### config.mk
export PLATFORM = sky130hd
export DESIGN_NAME = bouncer_ctl
export DESIGN_NICKNAME = d
export VERILOG_FILES = /design/src/rtl/bouncer_ctl.sv
export SDC_FILE = /design/constraint.sdc
export NUM_CORES = 1
export LEC_CHECK = 0
export ABC_AREA = 1
export ABC_CLOCK_PERIOD_IN_PS = 4800
export CAP_MARGIN = 20
export CORE_UTILIZATION = 39
export DETAILED_ROUTE_END_ITERATION = 10
export DONT_BUFFER_PORTS = 1
export PLACE_DENSITY = 0.52
export REMOVE_ABC_BUFFERS = 1
export SLEW_MARGIN = 20
export SYNTH_ARGS = -nofsm -noshare
export SYNTH_HDL_FRONTEND = slang
export SYNTH_SLANG_ARGS = --single-unit
### constraint.sdc
create_clock -name clk -period 4.8 [get_ports clk]
set_input_delay 0.48 -clock clk [delete_from_list [all_inputs] [get_ports clk]]
set_output_delay 0.48 -clock clk [all_outputs]
set_load 0.02 [all_outputs]
### src/rtl/bouncer_ctl.sv
// Bouncing-sprite motion controller: holds one sprite position and diagonal
// direction, steps it on divided frame ticks and reflects it off the arena walls.
module bouncer_ctl #(
    parameter int XW    = 7,
    parameter int YW    = 6,
    parameter int X_MIN = 3,
    parameter int X_MAX = 92,
    parameter int Y_MIN = 14,
    parameter int Y_MAX = 60,
    parameter int SPD_W = 4
) (
    input  logic             clk,
    input  logic             clr,
    input  logic [XW-1:0]    start_x,
    input  logic [YW-1:0]    start_y,
    input  logic [1:0]       start_dir,
    input  logic             tick,
    input  logic [SPD_W-1:0] speed,
    input  logic             launch,
    input  logic             pause,
    output logic [XW-1:0]    pos_x,
    output logic [YW-1:0]    pos_y,
    output logic [1:0]       dir,
    output logic             bounce_x,
    output logic             bounce_y,
    output logic             running
);

    localparam logic [1:0] PARKED = 2'd0;
    localparam logic [1:0] RUN    = 2'd1;
    localparam logic [1:0] PAUSED = 2'd2;

    localparam logic [XW-1:0] XLO = XW'(X_MIN);
    localparam logic [XW-1:0] XHI = XW'(X_MAX);
    localparam logic [YW-1:0] YLO = YW'(Y_MIN);
    localparam logic [YW-1:0] YHI = YW'(Y_MAX);

    logic [1:0]       state_q, state_d;
    logic [XW-1:0]    posX_q, posX_d;
    logic [YW-1:0]    posY_q, posY_d;
    logic [1:0]       dir_q, dir_d;
    logic [SPD_W-1:0] div_q, div_d;
    logic             bounceX_q, bounceX_d;
    logic             bounceY_q, bounceY_d;
    logic             running_q, running_d;

    logic [XW-1:0]    clampX, moveX;
    logic [YW-1:0]    clampY, moveY;
    logic             plusX, plusY, hitX, hitY, newPlusX, newPlusY;

    // Unsigned full-width clamps of the launch position into the arena.
    always_comb begin
        clampX = start_x;
        if (start_x < XLO) clampX = XLO;
        else if (start_x > XHI) clampX = XHI;
        clampY = start_y;
        if (start_y < YLO) clampY = YLO;
        else if (start_y > YHI) clampY = YHI;
    end

    // Candidate move: reflect at a wall first, then step with the updated direction.
    always_comb begin
        plusX    = dir_q[1];
        plusY    = ~dir_q[0];
        hitX     = plusX ? (posX_q >= XHI) : (posX_q <= XLO);
        hitY     = plusY ? (posY_q >= YHI) : (posY_q <= YLO);
        newPlusX = plusX ^ hitX;
        newPlusY = plusY ^ hitY;
        moveX    = newPlusX ? posX_q + XW'(1) : posX_q - XW'(1);
        moveY    = newPlusY ? posY_q + YW'(1) : posY_q - YW'(1);
    end

    always_comb begin
        state_d   = state_q;
        posX_d    = posX_q;
        posY_d    = posY_q;
        dir_d     = dir_q;
        div_d     = div_q;
        bounceX_d = 1'b0;
        bounceY_d = 1'b0;
        case (state_q)
            PARKED: begin
                posX_d = clampX;
                posY_d = clampY;
                dir_d  = start_dir;
                div_d  = '0;
                if (launch) state_d = RUN;
            end
            RUN: begin
                if (pause) begin
                    state_d = PAUSED;
                end else if (tick) begin
                    // >= lets a freshly lowered speed take effect on the very next tick.
                    if (div_q >= speed) begin
                        div_d     = '0;
                        posX_d    = moveX;
                        posY_d    = moveY;
                        dir_d     = {newPlusX, ~newPlusY};
                        bounceX_d = hitX;
                        bounceY_d = hitY;
                    end else begin
                        div_d = div_q + SPD_W'(1);
                    end
                end
            end
            PAUSED: begin
                if (!pause) state_d = RUN;
            end
            default: state_d = PARKED;
        endcase
        running_d = (state_d == RUN);
    end

    always_ff @(posedge clk) begin
        if (clr) begin
            state_q   <= PARKED;
            posX_q    <= clampX;
            posY_q    <= clampY;
            dir_q     <= start_dir;
            div_q     <= '0;
            bounceX_q <= 1'b0;
            bounceY_q <= 1'b0;
            running_q <= 1'b0;
        end else begin
            state_q   <= state_d;
            posX_q    <= posX_d;
            posY_q    <= posY_d;
            dir_q     <= dir_d;
            div_q     <= div_d;
            bounceX_q <= bounceX_d;
            bounceY_q <= bounceY_d;
            running_q <= running_d;
        end
    end

    assign pos_x    = posX_q;
    assign pos_y    = posY_q;
    assign dir      = dir_q;
    assign bounce_x = bounceX_q;
    assign bounce_y = bounceY_q;
    assign running  = running_q;

endmodule
Word-level counts from Yosys, hierarchy flattened. Cells that the tools add are included.

Order comparisons: 9. Multipliers: 0. Shift-type cells: 0. Divide/modulo/power cells: 0. Reductions and logical operators: 6. Equal/unequal tests: 8. Bitwise operators: 7. $add $sub $neg: 5. Multiplexer cells: 31.

Operators with widths (number): 7-bit two-way mux (7); 6-bit two-way mux (7); 2-bit two-way mux (7); 7-bit case mux with 2 select lines (1); 4-bit two-way mux (3); 6-bit case mux with 2 select lines (1); 3-bit != test, second input constant (3); 4-bit case mux with 2 select lines (1); 7-bit by 1-bit adder with 7-bit output, second input constant (1); 7-bit >= comparator, second input constant (1); 7-bit > comparator, second input constant (1); 7-bit by 2-bit <= comparator with 1-bit output, second input constant (1); 7-bit by 2-bit < comparator with 1-bit output, second input constant (1); 7-bit by 1-bit subtractor with 7-bit output, second input constant (1); 6-bit by 1-bit adder with 6-bit output, second input constant (1); 6-bit >= comparator, second input constant (1); 6-bit > comparator, second input constant (1); 6-bit by 4-bit <= comparator with 1-bit output, second input constant (1); 6-bit by 4-bit < comparator with 1-bit output, second input constant (1); 2-bit case mux with 3 select lines (1); 6-bit by 1-bit subtractor with 6-bit output, second input constant (1); 1-bit NOT (5); 5-bit OR reduction (1); 4-bit by 1-bit adder with 4-bit output, second input constant (1); other kinds (12) (16).

Bits in registers: 24. Memory bits (writable): 0. Memory bits (read-only): 0. Latch bits: 0. Input port bits: 24. Memories kept: 0.

Logic depth before layout (Yosys ltp). Gate-level depths: netlist (run 1).

Depth in word-level cells: 9. Depth in mapped cells: 15. Depth with buffers taken out: 15.

Worst setup path after synthesis (run 1). OpenSTA, ideal clock, no wires.

Path type: reg-to-reg. Start point: reg posX_q[2] (netlist: pos_x[2]). End point: reg posX_q[6] (netlist: pos_x[6]), data pin. Slack: 2.671 ns. Data required time: 4.547 ns. Cell stages (with the launch flop): 16. Library setup time: 0.253 ns. Arrival time: 1.876 ns. Path buffers: 0. Cell sequence: edfxtp_1 -> nand3_1 -> nand2_1 -> nand2_1 -> nand2_1 -> nand2_1 -> inv_1 -> ha_1 -> nand2_1 -> inv_1 -> o21ai_0 -> nand2_1 -> nor2_1 -> nand2_1 -> nand3_1 -> nand2_1.

Longest elaborated chain between the ends: 9.

RTL lines: start, declared (line 39) `logic [XW-1:0] posX_q, posX_d;`; start signal, assigned (line 117) `posX_q <= clampX;`; start signal, assigned (line 126) `posX_q <= posX_d;`; 7-bit by 2-bit <= comparator with 1-bit output or 7-bit >= comparator (tied branches) (line 65) `hitX = plusX ? (posX_q >= XHI) : (posX_q <= XLO);`; 1-bit two-way mux (line 65); 1-bit bitwise XOR (line 67) `newPlusX = plusX ^ hitX;`; 7-bit two-way mux * (line 69) `moveX = newPlusX ? posX_q + XW'(1) : posX_q - XW'(1);`; 7-bit two-way mux * (line 94) `if (div_q >= speed) begin`; 7-bit two-way mux * (line 92) `end else if (tick) begin`; 7-bit two-way mux * (line 90) `if (pause) begin`; 7-bit case mux with 2 select lines * (line 81) `case (state_q)`; 7-bit two-way mux * (line 115) `if (clr) begin`.

Mark *: on every way between the ends. The rest lies on a longest branch, timed or not. The select of a mux whose other input is x is not followed. A chain may end at the register's enable or synchronous reset.

Final worst setup path (run 1).
Start point: reg posX_q[5] (netlist: pos_x[5]). End point: reg posX_q[6] (netlist: pos_x[6]), data pin.

Same word-level chain as after synthesis.

==> results of run 1 <==
layout by cell type (no fill, tap or decap):
cell / n
nand3b_1: 1
o21a_1: 1
inv_4: 1
o22ai_1: 3
nand4_1: 6
o21ai_2: 6
a21oi_1: 15
clkbuf_8: 3
inv_2: 2
o21ai_0: 8
nor2_1: 19
nand2_4: 1
o21ai_1: 4
fa_1: 2
nand2_1: 61
xnor2_1: 1
dfxtp_1: 9
and3_1: 1
edfxtp_1: 15
nand3_1: 19
nor2_2: 2
xor2_1: 4
o21bai_1: 1
ha_1: 14
o31ai_1: 1
nor3_1: 3
a22oi_1: 1
clkbuf_16: 1
inv_1: 39
or2_0: 1
a31oi_4: 1
registers in the layout (all words and copies together) (netlist names):
| name | flops |
|---|---|
| state_q | 2 |
| pos_x | 7 |
| div_q | 4 |
| bounce_x | 1 |
| dir | 2 |
| running | 1 |
| pos_y | 6 |
| bounce_y | 1 |
cell type report:
class / count / area (um2) / share of cell area
clock buffers: 4 / 66.3 / 0.0343
inverters: 42 / 160 / 0.0830
multi-input cells: 176 / 1010 / 0.522
flip-flops and latches: 24 / 631 / 0.327
well taps: 52 / 65.1 / 0.0337
cell families after synthesis:
| kind of cell | after synthesis |
|---|---|
| and+or+nand+nor | 114 |
| buffers and inverters | 43 |
| AOI/OAI and AO/OA | 41 |
| DFF | 24 |
| adders and majority gates | 16 |
| xor gates and xnor gates | 5 |
worst min path at each step:
stage	startpoint	endpoint	slack (ns)	depth (start not counted)
after floorplan	div_q[3]	div_q[3]	0.50	2
after global placement	div_q[3]	div_q[3]	0.53	2
after detailed placement	div_q[3]	div_q[3]	0.54	2
after CTS	clr	state_q[0]	0.26	1
after global routing	clr	running	0.25	1
final	clr	running	0.26	1
where the power goes:
| group | total, mW | switching (mW) | internal, mW |
|---|---|---|---|
| logic | 0.242 | 0.148 | 0.0935 |
| registers | 0.302 | 0.0534 | 0.249 |
| clock network | 0.160 | 0.0693 | 0.0907 |
| total | 0.704 | 0.271 | 0.433 |
layer usage:
layer  wire [um]  vias to the layer above  GRT usage
li1            -                      812          -
met1        1890                      683      0.221
met2        1660                       32      0.253
met3         215                        8     0.0476
met4          59                        0     0.0467
met5           0                        -          0
synthesized netlist by cell type (3+ instances only):
cell type | instances | area, um2
a21oi_1 | 15 | 75.1
dfxtp_1 | 9 | 180
edfxtp_1 | 15 | 450
ha_1 | 14 | 175
inv_1 | 39 | 146
nand2_1 | 61 | 229
nand3_1 | 19 | 95.1
nand4_1 | 6 | 37.5
nor2_1 | 19 | 71.3
nor3_1 | 3 | 15.0
o21ai_0 | 8 | 40.0
o21ai_1 | 4 | 20.0
o21ai_2 | 6 | 52.6
o22ai_1 | 3 | 18.8
xor2_1 | 4 | 35.0
worst register-to-register path: stages, from the launching register on:
cell and delay [ns]:
edfxtp_1 0.56, nor2_1 0.18, nand4_1 0.14, nand2_1 0.10, inv_1 0.13, ha_1 0.38, nand2_1 0.08, inv_1 0.04
o21ai_0 0.23, nand2_1 0.08, nor2_1 0.09, nand2_1 0.05, nand3_1 0.06, nand2_1 0.05
per-stage QoR:
stage,hold slack (ns),cell area [um2],power [mW]
after floorplan,0.498,1800,0.495
after global placement,0.531,1860,0.554
after detailed placement,0.536,1860,0.549
after CTS,0.258,1930,0.707
after global routing,0.252,1930,0.761
final,0.257,1930,0.704
==> results.py, run 1 <==
metrics = {
    "outcome": {
        "status": "finished clean",
    },
    "cts": {
        "postCtsHoldBufs": 0,
        "clockRootBuffer": "clkbuf_8",
        "htreeDepth": 1,
        "cts_tree": "built",
        "ctsResizeCount": 0,
        "cts.clk_slew.worst_paths_ns": 0.09,
        "clock_latency_ns": 0.27,
        "cts_setup_buffers": 0,
        "cts.sinks": 24,
        "cts_made_buffers": 3,
        "ctsLongestPathBuffers": 2,
    },
    "logic_synthesis": {
        "synth-edff-count": 15,
        "synth.area.mux_share": 0,
        "synth_compound_area_frac": 0.143,
        "yosys.area_share.xor_xnor": 0.0243,
        "yosysSeqAreaShare": 0.350,
        "synth_top_family_by_area": "simple AND/OR/NAND/NOR gates",
        "yosys.area_share.simple": 0.273,
        "syn-instance-count": 243,
        "synthAdderAreaFrac": 0.119,
        "async_flop_share": 0,
        "ys_types": 30,
        "ys.flop_type": "edfxtp_1",
        "synth_area_mm2": 0.00180,
        "yosys_register_bits": 24,
        "avgSynthCellArea_um2": 7.42,
        "yosysWarnings": 0,
    },
    "die": {
        "fp.dieArea_mm2": 0.00490,
        "coreArea_mm2": 0.00441,
        "placementRows": 24,
        "die_h_um": 70.0,
        "ios": 42,
        "die_w_um": 70.0,
        "start_util": 0.409,
    },
    "finish": {
        "utilization": 0.437,
        "stdcell_count": 298,
        "fin_nets": 287,
        "final_layout_size_suffix_gt1_frac": 0.0691,
        "fillers": 452,
        "n_antenna_cell": 0,
        "syn_to_final_growth_pct": 7.00,
    },
    "route": {
        "via_per_inst": 5.15,
        "firstDrtPassIters": 4,
        "drt-total-wl_um": 3820,
        "ant_nets": 0,
        "routedWlPerCell_um": 12.8,
        "drc": 0,
        "via_count": 1535,
        "drtIter0Drc": 64,
    },
    "power_and_ir_drop": {
        "cellLeakagePower_nw": 0.954,
        "power.density_mw_per_mm2": 365,
        "max-vdd-ir-drop_mv": 0.152,
    },
    "flow_run": {
        "drv_cap": 0,
    },
    "critical_path": {
        "required_ns": 4.83,
        "reg2reg_to": "pos_x[6]",
        "r2r_cells": 13,
        "crit_chain": "nor2_1 -> nand4_1 -> nand2_1 -> inv_1 -> ha_1 -> nand2_1 -> inv_1 -> o21ai_0 -> nand2_1 -> nor2_1 -> nand2_1 -> nand3_1 -> nand2_1",
        "critPathMaxStageDelay_ns": 0.56,
        "critical_path.top_delay_family": "simple AND/OR/NAND/NOR gates",
        "arrival_ns": 2.46,
        "worstSetupStartpointType": "register",
        "cp-end-kind": "register",
        "cp.depth": 13,
        "reg2reg_from": "pos_x[5]",
        "critPathSlowestCell": "edfxtp_1",
        "critPathLaunch": "pos_x[5]",
        "r2r_slack_ns": 2.37,
        "endpoint": "pos_x[6]",
        "worst-path-max-fanout": 7,
        "crit_type": "register to register",
        "cp_common_cell": "nand2_1",
        "cp.buffers_inverters": 2,
    },
    "timing": {
        "setup_slack_ns": 2.37,
        "fin_skew_ns": 0.0101,
        "fin_setup_tns_ns": 0,
        "fmax_ghz": 0.412,
        "grt_setup_unrepaired": "no",
        "worst_slew_pin_slew_ns": 0.766,
        "max_slew_margin": 0.488,
        "period_share": 0.505,
        "slew_violations": 0,
        "hold_viol": 0,
        "layout_min_cycle_time_ns": 2.43,
        "setup_viol": 0,
    },
    "min_path": {
        "hp-class": "input pin to register",
    },
    "global_routing": {
        "overflow": 0,
        "grt_usage": 0.163,
        "antenna_found_initial": 0,
        "grt_first_pass_wirelength_um": 6440,
        "first_global_vias": 1450,
        "grt_max_degree": 19,
    },
    "placed_design": {
        "dp.cells": 294,
        "port_buffers": 0,
        "pre_cts_slack_ns": 2.38,
        "dp_hpwl_um": 3010,
        "gp_congestion": 0.824,
    },
}
Power figures use the tool's default switching activity.
==> run 2, diff against run 1 <==
--- a/config.mk
+++ b/config.mk
@@ -6,12 +6,12 @@
 export NUM_CORES = 1
 export LEC_CHECK = 0
 export ABC_AREA = 1
-export ABC_CLOCK_PERIOD_IN_PS = 4800
+export ABC_CLOCK_PERIOD_IN_PS = 1900
 export CAP_MARGIN = 20
 export CORE_UTILIZATION = 39
 export DETAILED_ROUTE_END_ITERATION = 10
 export DONT_BUFFER_PORTS = 1
-export PLACE_DENSITY = 0.52
+export PLACE_DENSITY = 0.54
 export REMOVE_ABC_BUFFERS = 1
 export SLEW_MARGIN = 20
 export SYNTH_ARGS = -nofsm -noshare
==> constraint.sdc (replaced) <==
create_clock -name clk -period 1.9 [get_ports clk]
set_input_delay 0.19 -clock clk [delete_from_list [all_inputs] [get_ports clk]]
set_output_delay 0.19 -clock clk [all_outputs]
set_load 0.02 [all_outputs]
==> run 2 against run 1 <==
The run now ends with negative setup slack left. Worst hold slack got worse by 0.22 ns. Clock skew decreased by 0.0081 ns. Count of clock-buffer cells in the layout unchanged. First-iteration DRC count increased by 20%. Sequential cell count unchanged. Critical endpoint is now pos_x[4]. Largest cell class unchanged. Largest power group is now combinational logic. Highest routed layer unchanged.
==> results.py, run 2 (same netlist as run 1, synthesis figures left out) <==
metrics = {
    "outcome": {
        "status": "finished with violations",
        "violations": "negative setup slack",
    },
    "finish": {
        "layout_common_cells": "nand2_1, buf_4, inv_1",
        "final_layout_size_suffix_gt1_frac": 0.392,
        "largest_register_ffs": 7,
        "syn_to_final_growth_pct": 47.6,
        "n_antenna_cell": 0,
        "stdcell_count": 358,
        "fin_nets": 347,
        "fin_area_mm2": 0.00266,
    },
    "critical_path": {
        "worst-path-max-fanout": 4,
        "crit_type": "register to register",
        "required_ns": 1.94,
        "worstSetupStartpointType": "register",
        "cp-end-kind": "register",
        "arrival_ns": 2.33,
    },
    "die": {
        "coreArea_mm2": 0.00441,
        "placementRows": 24,
        "ios": 42,
        "die_h_um": 70.0,
        "start_util": 0.409,
        "die_w_um": 70.0,
        "fp.dieArea_mm2": 0.00490,
    },
    "global_routing": {
        "antenna_found_initial": 0,
        "grt_first_pass_wirelength_um": 8000,
        "first_global_vias": 1818,
        "grt_usage": 0.200,
        "overflow": 0,
        "grt_max_degree": 19,
    },
    "placed_design": {
        "placed_area_mm2": 0.00215,
        "dp_hpwl_um": 3240,
        "dp.cells": 330,
        "gp_congestion": 0.889,
        "port_buffers": 0,
    },
    "cts": {
        "clockRootBuffer": "clkbuf_8",
        "htreeDepth": 1,
        "ctsLongestPathBuffers": 2,
        "cts.clk_slew.worst_paths_ns": 0.09,
        "clock_latency_ns": 0.27,
        "cts_tree": "built",
        "cts.sinks": 24,
        "cts_made_buffers": 3,
    },
    "route": {
        "wl_met3_um": 214,
        "top_layer_used": "met4",
        "routedWlPerCell_um": 13.6,
        "wl_met1_um": 2170,
        "drtIter0Drc": 77,
        "ant_nets": 0,
        "met2WireLength_um": 2440,
        "via_per_inst": 5.11,
        "drt-total-wl_um": 4870,
        "firstDrtPassIters": 5,
        "drc": 0,
        "via_count": 1831,
    },
    "timing": {
        "fin_setup_tns_ns": -2.15,
        "period_share": 1.21,
        "grt_setup_unrepaired": "yes",
        "fmax_ghz": 0.435,
        "layout_min_cycle_time_ns": 2.30,
        "hold_viol": 0,
        "max_slew_margin": 0.832,
        "slew_violations": 0,
        "hold_ws_ns": 0.0339,
        "worst_slew_pin_slew_ns": 0.249,
        "setup_slack_ns": -0.396,
        "setup_viol": 9,
        "fin_skew_ns": 0.00198,
    },
    "min_path": {
        "hp-class": "input pin to register",
    },
    "power_and_ir_drop": {
        "power.density_mw_per_mm2": 917,
        "power_mw": 2.44,
        "cellLeakagePower_nw": 1.28,
        "max-vdd-ir-drop_mv": 0.481,
    },
    "flow_run": {
        "drv_cap": 0,
    },
}
run 2: cell count changes in the layout (fill, tap and decap cells not counted), moves of 6 or more:
| cell | previous run | this run |
|---|---|---|
| o21ai_0 | 8 | 2 |
| buf_6 | 0 | 7 |
| nand2_2 | 0 | 7 |
| ha_1 | 14 | 5 |
| buf_4 | 0 | 51 |
| ha_4 | 0 | 9 |
| nand2_1 | 61 | 51 |
run 2: area by class of cell:
cell class | count | area [um2]
fill | 385 | 1750
clock buffer | 4 | 66.3
timing repair buffer | 60 | 492
tap | 52 | 65.1
inverter | 42 | 164
multi-input combinational | 176 | 1240
sequential | 24 | 631
run 2: critical path, cell delays in order (launching register included):
cell and delay (ns):
edfxtp_1 0.45, nor2_2 0.15, nand4_1 0.17, nand2_2 0.14
clkinvlp_4 0.11, buf_6 0.15, fa_2 0.41, buf_6 0.14
inv_2 0.04, o21ai_2 0.05, o21ai_1 0.17, nand2_1 0.07
run 2: repair_timing:
item / in CTS / in global routing
hold endpoints to repair: 4 / 0
hold buffers: 1 / 0
setup buffers: 16 / 7
pin swaps: 20 / 33
endpoints found under the setup margin: 9 / 11
gates resized for setup: 40 / 22
run 2: through the flow:
step | worst slack, ns | util
detailed placement | -0.287 | 0.486
global placement | -0.324 | 0.486
floorplan | -0.229 | -
CTS | -0.241 | 0.575
global route | -0.460 | 0.603
finish | -0.396 | 0.603
run 2: power by group:
| part | switching (mW) | leakage (nW) | internal (mW) |
|---|---|---|---|
| registers | 0.0493 | 0.227 | 0.625 |
| clock network | 0.175 | 0.0339 | 0.229 |
| logic | 0.688 | 1.02 | 0.674 |
run 2: path summary, 6_finish.rpt:
kind                                from         end  slack, ns  cells past startpoint
worst max register to register  pos_x[3]    pos_x[4]      -0.40                     11
worst min-delay path               pause  state_q[1]       0.03                      2
worst min register to register  div_q[3]    div_q[3]       0.55                      2
worst max-delay path            pos_x[3]    pos_x[4]      -0.40                     11
run 2: routing by layer:
layer	vias up	GRT usage
li1	937	-
met2	44	0.351
met5	-	0
met4	0	0.0400
met3	7	0.0390
met1	843	0.255
==> run 3, diff against run 2 <==
--- a/config.mk
+++ b/config.mk
@@ -5,7 +5,6 @@
 export SDC_FILE = /design/constraint.sdc
 export NUM_CORES = 1
 export LEC_CHECK = 0
-export ABC_AREA = 1
 export ABC_CLOCK_PERIOD_IN_PS = 1900
 export CAP_MARGIN = 20
 export CORE_UTILIZATION = 39
==> constraint.sdc (replaced) <==
create_clock -name clk -period 1.9 [get_ports clk]
set_input_delay 0.19 -clock clk [delete_from_list [all_inputs] [get_ports clk]]
set_output_delay 0.19 -clock clk [all_outputs]
set_load 0.005 [all_outputs]
==> run 3 against run 2 <==
The run still ends with negative setup slack left. Power down 4.8%. Sequential share of layout area up 2.6 points. First-iteration DRC count up 2.6%. Cell area down 10%. Register-to-register slack worse by 0.10 ns. Maximum frequency down 4.3%. Non-clock buffer count down 8. Worst hold slack better by 0.040 ns. Area after synthesis down 6.6%. Combinational power down 3%. Clock power down 18%. Final cell count down 19%.
==> results.py, run 3 <==
metrics = {
    "route": {
        "firstDrtPassIters": 4,
        "routedWlPerCell_um": 16.7,
        "drtIter0Drc": 79,
        "ant_nets": 0,
        "via_count": 1642,
        "drc": 0,
        "drt-total-wl_um": 4840,
        "via_per_inst": 5.66,
    },
    "finish": {
        "n_antenna_cell": 0,
        "final_common_cell": "buf_4",
        "fin_nets": 281,
        "utilization": 0.587,
        "layout_common_cells": "buf_4, nand2_1, edfxtp_1",
        "stdcell_count": 290,
        "syn_to_final_growth_pct": 42.2,
        "largest_register_ffs": 7,
        "final_layout_size_suffix_gt1_frac": 0.375,
    },
    "critical_path": {
        "arrival_ns": 2.43,
        "worst-path-max-fanout": 5,
        "worstSetupStartpointType": "register",
        "r2r_cells": 10,
        "crit_type": "register to register",
        "required_ns": 1.93,
        "cp-end-kind": "register",
        "r2r_slack_ns": -0.50,
    },
    "outcome": {
        "violations": "negative setup slack",
        "status": "finished with violations",
    },
    "timing": {
        "slew_violations": 0,
        "worst_slew_pin_slew_ns": 0.435,
        "period_share": 1.26,
        "hold_viol": 0,
        "fmax_ghz": 0.417,
        "setup_viol": 9,
        "fin_skew_ns": 0.00196,
        "grt_setup_unrepaired": "yes",
        "layout_min_cycle_time_ns": 2.40,
        "max_slew_margin": 0.709,
        "setup_slack_ns": -0.499,
    },
    "cts": {
        "cts.clk_slew.worst_paths_ns": 0.09,
        "ctsLongestPathBuffers": 2,
        "clockRootBuffer": "clkbuf_8",
        "cts_tree": "built",
        "cts.sinks": 24,
        "cts_made_buffers": 3,
        "htreeDepth": 1,
        "clock_latency_ns": 0.27,
    },
    "die": {
        "start_util": 0.412,
        "die_h_um": 67.7,
        "placementRows": 23,
        "die_w_um": 67.7,
        "coreArea_mm2": 0.00409,
        "ios": 42,
        "fp.dieArea_mm2": 0.00459,
    },
    "logic_synthesis": {
        "yosysWarnings": 0,
        "yosys_register_bits": 24,
        "yosysSeqAreaShare": 0.374,
        "synth_area_leaders": "edfxtp_1, dfxtp_1, ha_1, a21oi_1, nand2_1",
        "avgSynthCellArea_um2": 9.06,
        "synth_top_area_cell": "edfxtp_1",
        "synth_most_common_cell": "a21oi_1",
        "ys.flop_type": "edfxtp_1",
        "synth-edff-count": 15,
        "syn-instance-count": 186,
        "synthDominantCellAreaShare": 0.267,
        "synth_area_mm2": 0.00169,
        "async_flop_share": 0,
        "ys_types": 38,
        "ys_top_cells_by_count": "a21oi_1, nand2_1, edfxtp_1, inv_1",
    },
    "placed_design": {
        "dp_hpwl_um": 3110,
        "port_buffers": 0,
        "gp_congestion": 0.858,
        "dp.cells": 272,
    },
    "global_routing": {
        "grt_max_degree": 20,
        "overflow": 0,
        "grt_usage": 0.209,
        "antenna_found_initial": 0,
        "grt_first_pass_wirelength_um": 7170,
        "first_global_vias": 1601,
    },
    "power_and_ir_drop": {
        "power.density_mw_per_mm2": 970,
        "max-vdd-ir-drop_mv": 0.402,
        "cellLeakagePower_nw": 0.997,
    },
    "min_path": {
        "hp-class": "input pin to register",
        "hold_depth": 2,
    },
    "flow_run": {
        "drv_cap": 0,
    },
}
## run 3: routing by layer
layer / part of all wire / vias to the layer above / wire length (um) / global-route usage
li1: - / 792 / - / -
met1: 0.43 / 772 / 2080 / 0.252
met2: 0.49 / 70 / 2380 / 0.370
met3: 0.060 / 8 / 289 / 0.0304
met4: 0.019 / 0 / 93 / 0.0771
met5: 0 / - / 0 / 0
## run 3: worst paths after layout
kind                               start    endpoint
worst max register to register  pos_x[4]    pos_x[6]
worst max-delay path            pos_x[4]    pos_x[6]
worst min register to register  div_q[1]    div_q[1]
worst min-delay path               pause  state_q[1]
## run 3: through the flow
step	total power [mW]	setup WS (ns)	instance area (um2)	hold WS, ns	TNS, ns
after global placement	1.55	-0.478	2020	0.255	-2.23
after global routing	2.45	-0.598	2400	0.101	-3.63
final	2.32	-0.499	2400	0.0738	-2.66
after detailed placement	1.58	-0.554	2020	0.255	-2.88
after CTS	2.09	-0.396	2230	0.0822	-1.91
after floorplan	1.19	-0.536	1660	0.252	-2.39
## run 3: layout make-up
type / instances / area [um2]
Fill cell: 345 / 1690
Multi-Input combinational cell: 145 / 1190
Sequential cell: 24 / 631
Timing Repair Buffer: 52 / 408
Tap cell: 50 / 62.6
Inverter: 15 / 56.3
Clock buffer: 4 / 45.0
## run 3: what timing repair did
item                                    CTS  global route
hold buffers                              1             0
hold endpoints to repair                  4             0
resized for setup                        25            17
endpoints found under the setup margin   10            25
pin swaps                                14            24
buffers inserted                          6             7
cloned                                    0             2
## run 3: cell families (layout without fill, tap and decap cells)
family / Yosys count / after routing / synth area share
AO/OA/AOI/OAI: 63 / 65 / 0.230
XOR/XNOR: 11 / 11 / 0.0572
adder cells (fa/ha/maj): 16 / 16 / 0.128
buffers and inverters: 19 / 71 / 0.0490
flip-flops: 24 / 24 / 0.374
multiplexers: 1 / 1 / 0.00594
AND/OR/NAND/NOR: 52 / 52 / 0.156
## run 3: power breakdown
| group | internal [mW] | switching [mW] |
|---|---|---|
| registers | 0.623 | 0.0489 |
| logic | 0.704 | 0.617 |
| clock network | 0.151 | 0.181 |
## run 3: critical path, cell delays in order, from the launching register on
cell	delay, ns
edfxtp_1	0.44
nor3_2	0.18
o21bai_1	0.09
a21oi_2	0.19
a21oi_4	0.07
fa_2	0.41
a211oi_2	0.29
o21bai_1	0.09
a21oi_1	0.18
xnor2_1	0.14
o21ai_1	0.07
